**config.mk**
```make
export PLATFORM = sky130hd
export DESIGN_NAME = gb_sound_regs
export DESIGN_NICKNAME = d
export VERILOG_FILES = /design/src/rtl/gb_sound_regs.sv
export SDC_FILE = /design/constraint.sdc
export NUM_CORES = 1
export LEC_CHECK = 0
export CAP_MARGIN = 20
export CORE_ASPECT_RATIO = 0.9
export CORE_MARGIN = 5
export CORE_UTILIZATION = 30
export DETAILED_ROUTE_END_ITERATION = 16
export PLACE_DENSITY = 0.54
export SKIP_CTS_REPAIR_TIMING = 1
export SKIP_LAST_GASP = 1
export SLEW_MARGIN = 25
export SYNTH_ARGS = -nofsm -noshare
export SYNTH_HDL_FRONTEND = slang
export SYNTH_SLANG_ARGS = --single-unit
export TNS_END_PERCENT = 20
```
**constraint.sdc**
```tcl
create_clock -name clock -period 3.36 [get_ports clock]
set_input_delay 0.504 -clock clock [delete_from_list [all_inputs] [get_ports clock]]
set_output_delay 0.504 -clock clock [all_outputs]
set_load 0.02 [all_outputs]
```
**src/rtl/gb_sound_regs.sv**
```systemverilog
// gb_sound_regs: GB sound CPU register bank (FF10-FF3F); clock/reset, addr/wr/rd/data_in bus in, data_out registered read, ch_active status in, regs_out/wave_out stored state, trig/power_on pulses out
module gb_sound_regs #(
  parameter logic [127:0] WAVE_INIT = 128'h0
) (
  input  logic         clock,
  input  logic         reset,
  input  logic [5:0]   addr,
  input  logic         wr,
  input  logic         rd,
  input  logic [7:0]   data_in,
  output logic [7:0]   data_out,
  input  logic [3:0]   ch_active,
  output logic [183:0] regs_out,
  output logic [127:0] wave_out,
  output logic [3:0]   trig,
  output logic         power_on
);
  localparam logic [183:0] MASK = 184'h70_00_00_BF_00_00_FF_FF_BF_FF_9F_FF_7F_BF_FF_00_3F_FF_BF_FF_00_3F_80;
  logic [7:0]   r [0:21];
  logic         power;
  logic [127:0] wave;
  logic [7:0]   rv;
  logic         reg_wr;
  logic         wave_sel;
  assign wave_sel = addr[5:4] == 2'b10;
  assign reg_wr = wr && power && addr < 6'h16 && addr != 6'h05 && addr != 6'h0F;
  assign wave_out = wave;
  always_comb
    rv = addr < 6'h16 ? ((power ? r[addr[4:0]] : 8'h00) | MASK[8*addr[4:0] +: 8]) :
         addr == 6'h16 ? {power, 3'b111, ch_active & {4{power}}} :
         wave_sel ? wave[8*addr[3:0] +: 8] : 8'hFF;
  always_ff @(posedge clock) begin
    if (reset) begin
      for (int k = 0; k < 22; k++) r[k] <= 8'h00;
      power    <= 1'b0;
      wave     <= WAVE_INIT;
      data_out <= 8'h00;
      trig     <= 4'h0;
      power_on <= 1'b0;
    end else begin
      trig     <= reg_wr ? {addr == 6'h13, addr == 6'h0E, addr == 6'h09, addr == 6'h04} & {4{data_in[7]}} : 4'h0;
      power_on <= wr && addr == 6'h16 && data_in[7] && !power;
      if (rd) data_out <= rv;
      if (reg_wr) r[addr[4:0]] <= data_in;
      if (wr && addr == 6'h16) begin
        power <= data_in[7];
        if (!data_in[7]) for (int k = 0; k < 22; k++) r[k] <= 8'h00;
      end
      if (wr && wave_sel) wave[8*addr[3:0] +: 8] <= data_in;
    end
  end
  for (genvar i = 0; i < 22; i++) begin : g_out
    assign regs_out[8*i +: 8] = power ? r[i] : 8'h00;
  end
  assign regs_out[183:176] = {power, 7'h00};
endmodule

```
==> results of run 1 <==
-- layer usage --
metal	vias to the layer above	track usage, %	share of wire [%]
met4	4	4.252	1.8
met5	-	0	0.031
met2	784	32.44	46
li1	6637	-	-
met3	92	5.442	9.4
met1	7544	28.48	43
-- cell usage after synthesis (all sizes together), types with 2 or more instances --
cell type / n / area (sq um)
and2: 340 / 2127
edfxtp: 256 / 7687
dfxtp: 142 / 2843
nand2: 128 / 483.0
a21oi: 102 / 510.5
mux4: 99 / 2297
nand3: 87 / 435.4
nor2: 85 / 326.6
clkbuf: 75 / 281.5
buf: 61 / 420.4
mux2i: 55 / 550.5
nor3: 34 / 220.2
o21ai: 18 / 90.08
and3: 17 / 106.4
nand2b: 17 / 106.4
nor4: 15 / 100.1
a22oi: 12 / 90.09
a2111oi: 10 / 93.84
a211oi: 8 / 60.06
nor3b: 8 / 65.06
inv: 7 / 26.28
mux2: 7 / 78.83
a31oi: 6 / 37.54
ha: 6 / 75.07
nor2b: 5 / 31.28
o221ai: 3 / 26.28
a21o: 2 / 15.01
a221oi: 2 / 17.52
nand3b: 2 / 15.01
o31ai: 2 / 15.01
-- worst max path at each step --
stage,to,slack [ps],cells after the start
final,regs_out[62],520,3
after global routing,regs_out[91],340,3
after CTS,regs_out[91],470,3
after detailed placement,r[9][2],210,6
after global placement,r[1][4],150,6
after floorplan,r[3][0],-150,10
-- cells by family (layout without fill, tap and decap cells) --
logic type / Yosys count / after routing / synth area share (%)
AND/OR/NAND/NOR: 744 / 744 / 21.00
flip-flops: 398 / 398 / 54.46
AO/OA/AOI/OAI: 171 / 171 / 5.209
multiplexers: 161 / 161 / 15.14
buffers and inverters: 144 / 502 / 3.786
adder cells (fa/ha/maj): 6 / 6 / 0.3883
other: 1 / 92 / 0.01940
-- through the flow --
step / util [%] / std cells / total power [mW]
2_1_floorplan: - / 1711 / 6.041
3_3_place_gp: 37.61 / 2847 / 6.454
3_5_place_dp: 37.61 / 2847 / 6.463
4_1_cts: 39.92 / 2924 / 11.47
5_1_grt: 39.92 / 2925 / 11.72
6_report: 39.94 / 2929 / 11.38
-- worst register-to-register path: stages (launching register included) --
cell and delay, ps:
dfxtp_4 410, buf_4 430, nand3_1 130, or4_1 690
nor3_2 270, nand2b_1 380
-- power breakdown --
part | switching [mW] | internal [mW] | total [mW]
sequential | 0.0983 | 5.36 | 5.46
clock | 2.01 | 3.01 | 5.01
combinational | 0.591 | 0.312 | 0.903
total | 2.70 | 8.68 | 11.4
-- final cells by class --
type | instances | share of cell area [%]
Sequential cell | 398 | 41.23
Timing Repair Buffer | 417 | 15.74
Clock inverter | 20 | 1.043
Tap cell | 855 | 4.187
Antenna cell | 5 | 0.04897
Inverter | 8 | 0.1175
Clock buffer | 57 | 4.745
Multi-Input combinational cell | 1169 | 32.88
-- flip-flops by register name (all words and copies together) (netlist names) --
| signal | flops |
|---|---|
| power_on | 1 |
| r | 256 |
| power | 1 |
| data_out | 8 |
| trig | 4 |
| wave_out | 128 |
-- placed cells by master, fill, tap and decap left out, drive strengths merged, types with 6 or more instances in the layout --
cell,n
a2111oi,10
a211oi,8
a21oi,102
a22oi,12
a31oi,6
and2,340
and3,17
buf,84
bufinv,6
clkbuf,57
clkdlybuf4s50,333
clkinv,12
conb,87
dfxtp,142
edfxtp,256
ha,6
inv,8
mux2,7
mux2i,55
mux4,99
nand2,128
nand2b,17
nand3,87
nor2,85
nor3,34
nor3b,8
nor4,15
o21ai,18
==> flow_metrics.py, run 1 <==
metrics = {
    "logic_synthesis": {
        "ys.flop_type": "edfxtp_1",
        "ys_types": 57,
        "syn_inst": 1625,
        "ys_seq_area_share_pct": 54.46,
        "synth-edff-count": 256,
        "synth_async_sr_flop_share_pct": 0,
        "ys_warn_count": 0,
        "syn_area_per_cell_sq_um": 11.90,
        "ys_ff_latch": 398,
        "syn_area_sq_um": 19330,
    },
    "cells_and_area": {
        "nNetsFinal": 2066,
        "drive_above_1_share_pct": 12.32,
        "fill_cells": 6064,
        "area_delta_synth_final_pct": 32.14,
        "seq_area_sq_um": 10530,
        "multi_input_area_sq_um": 8402,
        "fin_area_sq_um": 25550,
    },
    "sta": {
        "min_period_over_period_pct": 84.62,
        "fmax_mhz": 351.7,
        "setup_ws_ps": 516.8,
        "rsz0062_at_grt": "false",
        "fin_skew_ps": 12.06,
        "period_needed_ps": 2843,
        "whs_ps": 476.5,
        "final_hold_viol_count": 0,
        "setup-violations-final": 0,
        "setup_tns_ps": 0,
        "slew_viol_final": 0,
        "worst_pin_slew_ps": 1062,
        "max-slew-margin-rel_pct": 28.44,
    },
    "critical_path": {
        "cp-start-kind": "flop",
        "cp_max_fo": 58,
        "path_buf_inv": 2,
        "r2r_setup_slack_ps": 700,
        "end_kind": "output port",
        "required_ps": 2860,
        "crit_arrival_ps": 2340,
        "crit_type": "flop to output port",
        "path_delay_family": "buffers and inverters",
        "path_cells": "buf_4 > and2_1 > clkdlybuf4s50_1",
        "slowest_stage": "clkdlybuf4s50_1",
        "ff2ff_path_depth": 5,
        "rr_startpoint": "power",
        "r2r_end": "r[11][2]",
        "critPathMaxStageDelay_ps": 650,
        "critPathLaunch": "power",
    },
    "grt": {
        "grt_pass1_wl_microns": 106600,
        "grt_pass1_vias": 14870,
        "grt_use_total_pct": 20.44,
        "antenna_found_initial": 11,
        "grt_max_degree": 79,
        "grt_overflow": 0,
    },
    "drt": {
        "ant_nets": 0,
        "totalWireLength_microns": 74360,
        "dr.pass1.iters": 6,
        "drt_iter0_markers": 1759,
        "avgViaCountPerCell": 5.142,
        "route.detailed.drc": 0,
        "vias": 15060,
        "avgRoutedWirePerCell_microns": 25.39,
    },
    "placement": {
        "routabilityCongestion": 0.8807,
        "io_buffers": 339,
        "dp_slack_ps": 206.9,
        "dpl-instance-area_sq_um": 24060,
        "dp_hpwl_microns": 55290,
    },
    "clocking": {
        "cts_root_buffer": "clkbuf_16",
        "cts.htree.levels": 2,
        "cts_tree": "yes",
        "clk_latency_ps": 570,
        "clockBufferDepth": 3,
        "cts_buffers": 44,
        "clock_sinks": 398,
        "cts.clk_slew.worst_paths_ps": 60,
    },
    "hold_path": {
        "min_from": "data_out[6]",
        "hold_path_class": "flop to flop",
        "holdPathEnd": "data_out[6]",
        "min_path_cells": 2,
    },
    "die": {
        "die_area_sq_um": 69630,
        "die_h_microns": 250.8,
        "ios": 347,
        "die_w_microns": 277.6,
        "rows": 88,
        "initial_core_util_pct": 30.22,
        "core_area_sq_um": 63970,
    },
    "power_and_ir_drop": {
        "peakVddDrop_v": 0.0002875,
        "p_leak_nw": 9.260,
        "power_density_nw_per_um2": 445.4,
    },
    "status": {
        "status": "finished, final reports clean",
    },
    "flow_run": {
        "cap_viol_max_count": 0,
    },
}
Note: power is estimated with default switching activity, not from simulation.
==> run 2: changes to the inputs <==
Settings changed: PLACE_DENSITY 0.54 to 0.53.
Clock period 3.36 ns to 2.9 ns, I/O delays scaled along.
==> run 2 against run 1 <==
Cell count increased by 1.1%. Die area unchanged. Critical path depth unchanged. Power increased by 14%. Via count decreased by 0.64%. Global-route usage increased by 0.17 points. Clock skew increased by 10 ps. Routed wire length increased by 0.84%. Count of clock-buffer cells in the layout decreased by 5. Register-to-register slack got worse by 50 ps. Non-clock buffer count increased by 33. Utilization increased by 0.57 points.
==> flow_metrics.py, run 2 (synthesis gave the netlist of run 1 again) <==
metrics = {
    "status": {
        "status": "finished, final reports clean",
    },
    "grt": {
        "grt_max_degree": 75,
        "grt_pass1_vias": 14900,
        "grt_overflow": 0,
        "grt_use_total_pct": 20.61,
        "grt_pass1_wl_microns": 107300,
        "antenna_found_initial": 7,
    },
    "sta": {
        "fmax_mhz": 364.3,
        "final_hold_viol_count": 0,
        "worst_pin_slew_ps": 841.9,
        "fin_skew_ps": 22.48,
        "min_period_over_period_pct": 94.67,
        "rsz0062_at_grt": "false",
        "max-slew-margin-rel_pct": 42.42,
        "setup-violations-final": 0,
        "setup_tns_ps": 0,
        "slew_viol_final": 0,
        "period_needed_ps": 2745,
    },
    "power_and_ir_drop": {
        "power_density_nw_per_um2": 501.0,
        "peakVddDrop_v": 0.0004526,
        "p_leak_nw": 9.433,
    },
    "clocking": {
        "cts_buffers": 44,
        "cts_root_buffer": "clkbuf_16",
        "cts_tree": "yes",
        "cts.htree.levels": 2,
        "clk_latency_ps": 580,
        "clock_sinks": 398,
        "clockBufferDepth": 3,
        "cts.clk_slew.worst_paths_ps": 70,
    },
    "placement": {
        "dp.cells": 2880,
        "dpl-instance-area_sq_um": 24530,
        "dp_hpwl_microns": 56270,
        "io_buffers": 339,
        "routabilityCongestion": 0.9137,
    },
    "die": {
        "die_w_microns": 277.6,
        "ios": 347,
        "rows": 88,
        "die_area_sq_um": 69630,
        "initial_core_util_pct": 30.22,
        "core_area_sq_um": 63970,
        "die_h_microns": 250.8,
    },
    "critical_path": {
        "r2r_setup_slack_ps": 650,
        "cp_max_fo": 50,
        "crit_type": "flop to output port",
        "required_ps": 2470,
        "end_kind": "output port",
        "cp-start-kind": "flop",
        "crit_arrival_ps": 2310,
    },
    "drt": {
        "route.detailed.drc": 0,
        "drt_iter0_markers": 1667,
        "dr.pass1.iters": 6,
        "avgRoutedWirePerCell_microns": 25.33,
        "totalWireLength_microns": 74990,
        "ant_nets": 0,
        "vias": 14960,
        "avgViaCountPerCell": 5.055,
    },
    "cells_and_area": {
        "mostFrequentLayoutCells": "340 x and2_1, 333 x clkdlybuf4s50_1, 256 x edfxtp_1",
        "fill_cells": 6105,
        "largest_register_ffs": 256,
        "mostFrequentLayoutCell": "and2_1",
        "drive_above_1_share_pct": 14.65,
        "final_util_pct": 40.51,
        "nNetsFinal": 2099,
        "top_register": "r",
        "stdcell_count": 2960,
        "fin_area_sq_um": 25920,
        "area_delta_synth_final_pct": 34.04,
    },
    "hold_path": {
        "hold_path_class": "flop to flop",
    },
    "flow_run": {
        "cap_viol_max_count": 0,
    },
}
==> run 2: cell types whose count changed in the layout (fill, tap and decap cells not counted), moves of 2 or more <==
| cell | change |
|---|---|
| buf_4 | +24 |
| nor2_1 | -2 |
| nor2_2 | +2 |
| o21ai_1 | -8 |
| o21ai_4 | +4 |
| nand2b_2 | +2 |
| clkinv_2 | +7 |
| o21ai_0 | -4 |
| diode_2 | -3 |
| nand2b_1 | -2 |
| bufinv_16 | -3 |
| buf_12 | +9 |
| o21ai_2 | +8 |
| clkbuf_1 | -3 |
==> run 2: cell type report <==
type                    instances  area, sq um  area share [%]
multi-input cells            1169         8508           32.83
repair buffers                450         4383           16.91
diodes                          2        5.005         0.01931
well taps                     855         1070           4.128
clock inverters                26        222.7          0.8594
flip-flops and latches        398        10530           40.65
clock buffers                  52         1162           4.485
inverters                       8        31.28          0.1207
==> run 2: final timing paths <==
path                                  start            end  depth (start not counted)
worst max-delay path                  power  regs_out[150]                          3
worst min-delay path            data_out[6]    data_out[6]                          2
worst min register to register  data_out[6]    data_out[6]                          2
worst max register to register        power       r[14][3]                          5
==> run 2: critical path, stage by stage (launching register included) <==
cell and delay, ps:
dfxtp_4 550, buf_4 360, and2_1 200, clkdlybuf4s50_1 600
==> run 2: report_power, final <==
| group | leakage, nW | internal [mW] | switching (mW) |
|---|---|---|---|
| Clock | 0.684 | 3.14 | 2.41 |
| Sequential | 3.73 | 6.21 | 0.113 |
| Combinational | 5.02 | 0.407 | 0.700 |
| Total | 9.43 | 9.76 | 3.23 |
==> run 2: metal layers <==
metal / up-vias / share of wire [%] / track usage, %
met1: 7419 / 44 / 28.82
met4: 10 / 2.2 / 4.690
li1: 6699 / - / -
met2: 731 / 45 / 32.72
met3: 105 / 8.6 / 5.052
met5: - / 0.076 / 0
==> run 2: metrics by stage <==
| step | setup slack, ps | total power, mW | hold WS, ps |
|---|---|---|---|
| after global routing | 55.80 | 13.35 | 498.7 |
| after floorplan | -132.4 | 7.010 | 533.9 |
| after global placement | 71.25 | 7.539 | 464.3 |
| final | 154.7 | 12.98 | 474.1 |
| after CTS | 139.0 | 13.06 | 471.2 |
| after detailed placement | 89.04 | 7.550 | 464.1 |
